$ cat config.mk
export PLATFORM = sky130hd
export DESIGN_NAME = spart_rx
export DESIGN_NICKNAME = d
export VERILOG_FILES = /design/src/rtl/spart_pkg.sv /design/src/rtl/spart_tick_gen.sv /design/src/rtl/spart_rx.sv
export SDC_FILE = /design/constraint.sdc
export NUM_CORES = 1
export LEC_CHECK = 0
export ABC_AREA = 1
export BUFFER_PORTS_ARGS = -buffer_cell sky130_fd_sc_hd__buf_2
export CAP_MARGIN = 20
export CORE_ASPECT_RATIO = 0.75
export CORE_UTILIZATION = 58
export CTS_CLUSTER_SIZE = 14
export DETAILED_ROUTE_END_ITERATION = 8
export GPL_TIMING_DRIVEN = 0
export PLACE_DENSITY_LB_ADDON = 0.3
export SYNTH_ARGS = -nofsm -noshare
export SYNTH_HDL_FRONTEND = slang
export SYNTH_SLANG_ARGS = --single-unit
$ cat constraint.sdc
create_clock -name clk -period 1.95 [get_ports clk]
set_input_delay 0.39 -clock clk [delete_from_list [all_inputs] [get_ports clk]]
set_output_delay 0.39 -clock clk [all_outputs]
set_load 0.05 [all_outputs]
$ cat src/rtl/spart_pkg.sv
// Shared SPART definitions: receive FSM states, bus register addresses and
// oversampling constants used by both the receiver and the transmitter.
package spart_pkg;

  typedef enum logic [1:0] {
    IDLE  = 2'd0,
    START = 2'd1,
    DATA  = 2'd2,
    STOP  = 2'd3
  } rx_state_t;

  localparam logic [1:0]  ADDR_DB_LO      = 2'b10;
  localparam logic [1:0]  ADDR_DB_HI      = 2'b11;
  localparam logic [15:0] DIV_RST_DEFAULT = 16'd325;
  localparam int          OS_RATE         = 16;

endpackage

$ cat src/rtl/spart_tick_gen.sv
// Baud divisor register and oversample tick generator; tick is high while the
// down-counter sits at zero, giving one tick every D+1 cycles.
module spart_tick_gen
  import spart_pkg::*;
#(
  parameter logic [15:0] DIV_RST = DIV_RST_DEFAULT
) (
  input  logic       clk,
  input  logic       rst,
  input  logic [1:0] ioaddr,
  input  logic [7:0] databus,
  input  logic       div_we,
  input  logic       resync,
  output logic       tick
);

  logic [15:0] div_q, div_d;
  logic [15:0] cnt_q, cnt_d;

  // divisor byte writes and counter reload/decrement
  always_comb begin
    div_d = div_q;
    if (div_we && (ioaddr == ADDR_DB_LO)) begin
      div_d[7:0] = databus;
    end else if (div_we && (ioaddr == ADDR_DB_HI)) begin
      div_d[15:8] = databus;
    end else begin
      div_d = div_q;
    end

    // a new divisor only lands at the next reload, never mid-count
    if (resync || (cnt_q == 16'd0)) begin
      cnt_d = div_q;
    end else begin
      cnt_d = cnt_q - 16'd1;
    end
  end

  // divisor and counter state
  always_ff @(posedge clk) begin
    if (rst) begin
      div_q <= DIV_RST;
      cnt_q <= DIV_RST;
    end else begin
      div_q <= div_d;
      cnt_q <= cnt_d;
    end
  end

  assign tick = (cnt_q == 16'd0);

endmodule

$ cat src/rtl/spart_rx.sv
// SPART receiver: synchronises rxd, recovers 8N1 frames at 16x oversampling
// and presents the byte with rda, framing and overrun flags to the bus.
module spart_rx
  import spart_pkg::*;
#(
  parameter int          DATA_BITS   = 8,
  parameter int          SYNC_STAGES = 2,
  parameter logic [15:0] DIV_RST     = DIV_RST_DEFAULT
) (
  input  logic                 clk,
  input  logic                 rst,
  input  logic [1:0]           ioaddr,
  input  logic [7:0]           databus,
  input  logic                 div_we,
  input  logic                 rxd,
  input  logic                 rx_rd,
  output logic [DATA_BITS-1:0] rx_data,
  output logic                 rda,
  output logic                 frm_err,
  output logic                 ovr_err
);

  localparam int             IDX_W    = (DATA_BITS > 1) ? $clog2(DATA_BITS) : 1;
  localparam logic [IDX_W-1:0] IDX_LAST = IDX_W'(DATA_BITS - 1);
  localparam logic [3:0]     OS_MID   = 4'(OS_RATE / 2 - 1);
  localparam logic [3:0]     OS_LAST  = 4'(OS_RATE - 1);

  logic [SYNC_STAGES-1:0] sync_q, sync_d;
  rx_state_t              state_q, state_d;
  logic [3:0]             os_cnt_q, os_cnt_d;
  logic [IDX_W-1:0]       bit_idx_q, bit_idx_d;
  logic [DATA_BITS-1:0]   shift_q, shift_d;
  logic [DATA_BITS-1:0]   rx_data_q, rx_data_d;
  logic                   rda_q, rda_d;
  logic                   frm_err_q, frm_err_d;
  logic                   ovr_err_q, ovr_err_d;
  logic                   rxd_s, tick_s, resync_s, done_s;

  spart_tick_gen #(.DIV_RST(DIV_RST)) u_tick (
    .clk     (clk),
    .rst     (rst),
    .ioaddr  (ioaddr),
    .databus (databus),
    .div_we  (div_we),
    .resync  (resync_s),
    .tick    (tick_s)
  );

  assign sync_d = {sync_q[SYNC_STAGES-2:0], rxd};
  assign rxd_s  = sync_q[SYNC_STAGES-1];

  // receive FSM: start qualification, data shifting and stop sampling
  always_comb begin
    state_d   = state_q;
    os_cnt_d  = os_cnt_q;
    bit_idx_d = bit_idx_q;
    shift_d   = shift_q;
    resync_s  = 1'b0;
    done_s    = 1'b0;
    case (state_q)
      IDLE: begin
        if (!rxd_s) begin
          state_d  = START;
          os_cnt_d = 4'd0;
          resync_s = 1'b1;
        end else begin
          state_d = IDLE;
        end
      end
      START: begin
        if (tick_s && (os_cnt_q == OS_MID)) begin
          os_cnt_d  = 4'd0;
          bit_idx_d = '0;
          state_d   = rxd_s ? IDLE : DATA;
        end else if (tick_s) begin
          os_cnt_d = os_cnt_q + 4'd1;
        end else begin
          os_cnt_d = os_cnt_q;
        end
      end
      DATA: begin
        if (tick_s && (os_cnt_q == OS_LAST)) begin
          os_cnt_d = 4'd0;
          shift_d  = {rxd_s, shift_q[DATA_BITS-1:1]};
          if (bit_idx_q == IDX_LAST) begin
            state_d = STOP;
          end else begin
            bit_idx_d = bit_idx_q + IDX_W'(1);
          end
        end else if (tick_s) begin
          os_cnt_d = os_cnt_q + 4'd1;
        end else begin
          os_cnt_d = os_cnt_q;
        end
      end
      STOP: begin
        if (tick_s && (os_cnt_q == OS_LAST)) begin
          os_cnt_d = 4'd0;
          done_s   = 1'b1;
          state_d  = IDLE;
        end else if (tick_s) begin
          os_cnt_d = os_cnt_q + 4'd1;
        end else begin
          os_cnt_d = os_cnt_q;
        end
      end
      default: begin
        state_d = IDLE;
      end
    endcase
  end

  // status flags; a completing byte overrides a same-cycle read
  always_comb begin
    rx_data_d = rx_data_q;
    rda_d     = rda_q;
    frm_err_d = frm_err_q;
    ovr_err_d = ovr_err_q;
    if (done_s) begin
      rx_data_d = shift_q;
      rda_d     = 1'b1;
      frm_err_d = ~rxd_s;
      ovr_err_d = rda_q & ~rx_rd;
    end else if (rx_rd) begin
      rda_d     = 1'b0;
      frm_err_d = 1'b0;
      ovr_err_d = 1'b0;
    end else begin
      rda_d = rda_q;
    end
  end

  // state registers
  always_ff @(posedge clk) begin
    if (rst) begin
      sync_q    <= '1;
      state_q   <= IDLE;
      os_cnt_q  <= 4'd0;
      bit_idx_q <= '0;
      shift_q   <= '0;
      rx_data_q <= '0;
      rda_q     <= 1'b0;
      frm_err_q <= 1'b0;
      ovr_err_q <= 1'b0;
    end else begin
      sync_q    <= sync_d;
      state_q   <= state_d;
      os_cnt_q  <= os_cnt_d;
      bit_idx_q <= bit_idx_d;
      shift_q   <= shift_d;
      rx_data_q <= rx_data_d;
      rda_q     <= rda_d;
      frm_err_q <= frm_err_d;
      ovr_err_q <= ovr_err_d;
    end
  end

  assign rx_data = rx_data_q;
  assign rda     = rda_q;
  assign frm_err = frm_err_q;
  assign ovr_err = ovr_err_q;

endmodule

==> key figures <==
Floorplan
  • Die Width: around 83 um
  • Die area: slightly above 5000 sq um
  • Die height: approximately 63 um
  • Initial Util: between 60% and 70%
  • Row count: 21
  • Num ports: 26
  • Core area: around 4600 sq um

STA
  • Min setup slack post-route: 239 ps
  • Final worst path period need: between 1500 and 2000 ps
  • Slew Viols, Final: 0
  • Fin crit share: around 90%
  • Slew HR: a little over two fifths
  • Setup TNS: 0 ps
  • Final count of hold timing violations: 0
  • Final hold slack: between 200 and 250 ps
  • RSZ-0062 raised after global routing: no
  • Fmax: approximately 580 MHz
  • Worst Skew: 7.27 ps
  • Final setup fails: 0
  • Slew @ Worst Pin: between 800 and 900 ps

CTS
  • CTS buffer count: 9
  • Reg clk slew, reported paths: around 70 ps
  • CTS H-tree lvls: 3
  • Hold-fix buffers at CTS: 0
  • Clock buffer depth: 2
  • Post-cts sizing count: 0
  • Clk sink count: 62
  • Root Buffer: clkbuf_8
  • CTS tree: built
  • Post-CTS setup repair buffer count: 0
  • Clock latency on the worst-skew pair: around 340 ps

Global route
  • Largest net degree at the start of global routing: 12
  • Global Route Usage Sum: between 20% and 30%
  • GRT overflow: 0
  • Global-route wire length before repair: 10.4 mm
  • Antenna violations before repair: 0
  • Vias in the first global route: 2398

Hold path
  • WHS Path Cells: 2
  • Hold WC Path Type: input pin to register
  • Hold Path Sink: sync_q[0]$_SDFF_PP1_
  • Hold path startpoint: rxd

Place
  • Dpl hpwl: between 4 and 5 mm
  • PortBufs: 24
  • Placed Area: roughly 3000 sq um
  • GP Congestion: roughly 0.9
  • Dpl ws: 5.36 ps
  • Inst Count DP: around 460

Yosys
  • Average size of a mapped cell: between 7 and 8 sq um
  • Register bit count reported by yosys: 62
  • Post-Synthesis Cells: between 300 and 400
  • Area of the mapped netlist: approximately 2800 sq um
  • Synth Net Count: 400
  • Register area share after synthesis: 43.8%
  • Yosys warns: 0
  • Synth cell types: 33

Critical path
  • Slack of the worst reg-to-reg path: approximately 240 ps
  • FF-to-FF Start: u_tick.cnt_q[0]$_SDFF_PP1_
  • Crit. End Element: register
  • Worst path cell trace: inv_1 > ha_1 > nand2_1 > nor2_4 > nand2_4 > o21ai_4 > inv_6 > buf_6 > o21ai_1 > a31oi_1
  • WS Path Type: register to register
  • Worst Path Max Fanout: 10
  • Critical Path AT: 1930 ps
  • Reg2Reg Depth: 10
  • Type of origin of the critical path: register
  • Critical path's slowest cell: dfxtp_1
  • Required @ worst endpoint: roughly 2200 ps
  • Worst r2r dst: u_tick.cnt_q[14]$_SDFF_PP0_
  • Worst stage delay on the critical path: 320 ps

Layout
  • Final Cell Area: 3190 sq um
  • P&R area growth vs syn: 12.6%
  • Fill count: between 300 and 400
  • Ant diodes: 0
  • # nets final: 435
  • Share of layout cells above drive strength 1: approximately 18%
  • Non-Filler Instances: ~480

Route
  • Avg WL per Cell: 12.4 um
  • DRT Wirelength: slightly below 6 mm
  • DRC Markers: 0
  • Vias per Instance: approximately 5.4
  • Drt pass-1 iters: 5
  • DRT antenna net count: 0
  • Via count of the routed design: approximately 2.6k
  • Initial drt markers: 90

Pwr
  • Pleak: 0.00142 uW
  • Power Density: 807 nW/um^2
  • Maximum VDD drop: about 0.63 mV

Job
  • Max cap viols: 0

Run status
  • Run status: completed
==> Yosys cell counts (all sizes together) <==
master	instances	area [sq um]
a31oi	7	43.8
o211ai	1	7.51
or2	3	18.8
dfxtp	62	1240
xnor2	2	17.5
and2	1	6.26
o221ai	1	8.76
xor2	3	26.3
ha	5	62.6
o21ai	48	252
nand4	4	25.0
inv	33	129
nand3	18	113
nand2	63	251
nor3	4	20.0
a21oi	23	126
nor2	90	403
o31ai	1	7.51
nand3b	1	7.51
buf	5	48.8
clkbuf	5	18.8
==> worst max-delay path, delay by kind of cell (launching register included) <==
family	cells	cell delay, ps
AND/OR/NAND/NOR	3	340
adder cells (fa/ha/maj)	1	180
flip-flops	1	320
AO/OA/AOI/OAI	3	440
buffers and inverters	3	310
==> metal layers <==
| metal | up-vias | share of wire [%] | track usage, % |
|---|---|---|---|
| met5 | - | 0 | 0 |
| li1 | 1316 | - | - |
| met3 | 14 | 5.8 | 8.91 |
| met4 | 0 | 1.8 | 10.3 |
| met1 | 1160 | 50 | 36.4 |
| met2 | 63 | 42 | 38.0 |
==> kinds of logic after synthesis <==
| family | count (synthesis) | synth area share (%) |
|---|---|---|
| compound gates | 81 | 15.7 |
| xor+xnor | 5 | 1.55 |
| fa+ha+maj | 5 | 2.21 |
| buf+inv | 43 | 6.93 |
| flops | 62 | 43.8 |
| simple gates | 184 | 29.8 |
==> power by group <==
part,internal (uW),total [uW],switching [uW]
Clock,455,957,502
Combinational,90.6,265,174
Sequential,1310,1350,39.2
==> flip-flops by register name (all words and copies together) (netlist names), named ones only <==
name,flops
bit_idx_q,3
sync_q,2
rx_data,8
shift_q,8
frm_err,1
u_tick.div_q,16
u_tick.cnt_q,16
os_cnt_q,4
ovr_err,1
rda,1
state_q,1
==> metrics by stage <==
step,utilization [%],total power [uW]
final,69.8,2580
after detailed placement,66.2,1640
after global routing,69.8,2690
after floorplan,-,1570
after CTS,69.8,2590
after global placement,66.2,1630
==> how the worst max path moves through the flow <==
stage	start	slack [ps]	end	cells after the start
2_1_floorplan	os_cnt_q[0]$_SDFFE_PP0P_	460	frm_err$_SDFFE_PP0P_	9
3_3_place_gp	ioaddr[0]	100	u_tick.div_q[1]$_SDFFE_PP0P_	5
3_5_place_dp	ioaddr[0]	5	u_tick.div_q[4]$_SDFFE_PP0P_	5
4_1_cts	os_cnt_q[0]$_SDFFE_PP0P_	250	register	8
5_1_grt	os_cnt_q[0]$_SDFFE_PP0P_	80	shift_q[5]$_SDFFE_PP0P_	8
6_report	u_tick.cnt_q[0]$_SDFF_PP1_	240	u_tick.cnt_q[14]$_SDFF_PP0_	10
==> final cells by class <==
type	count	area, sq um	area share (%)
inverter	33	129	4.04
multi-input combinational	275	1400	43.7
timing repair buffer	24	120	3.76
tap	57	71.3	2.23
clock buffer	10	128	4.00
sequential	62	1240	38.9
clock inverter	6	38.8	1.22
buffer	10	67.6	2.12
==> cell usage in the layout (no fill, tap or decap) <==
cell and instances:
a31oi_1 7, o21ai_0 39, or2_2 3, nor3_1 4, nand3_4 1, nor2_1 76
nand4_1 4, a21oi_1 20, o211ai_1 1, o31ai_1 1, inv_2 3, nand2_1 59
clkinv_2 3, nor2_2 8, xnor2_1 2, clkbuf_8 9, clkinv_4 1, inv_1 29
a21oi_2 3, nand3_2 2, clkbuf_1 6, buf_2 24, nor2_4 6, nand2_4 1
o21ai_1 8, xor2_1 3, inv_6 1, o21ai_4 1, nand3b_1 1, and2_1 1
nand2_2 3, ha_1 5, buf_1 1, buf_6 4, dfxtp_1 62, clkinvlp_4 2
nand3_1 15, o221ai_1 1
(Power assumes the default switching activity.)
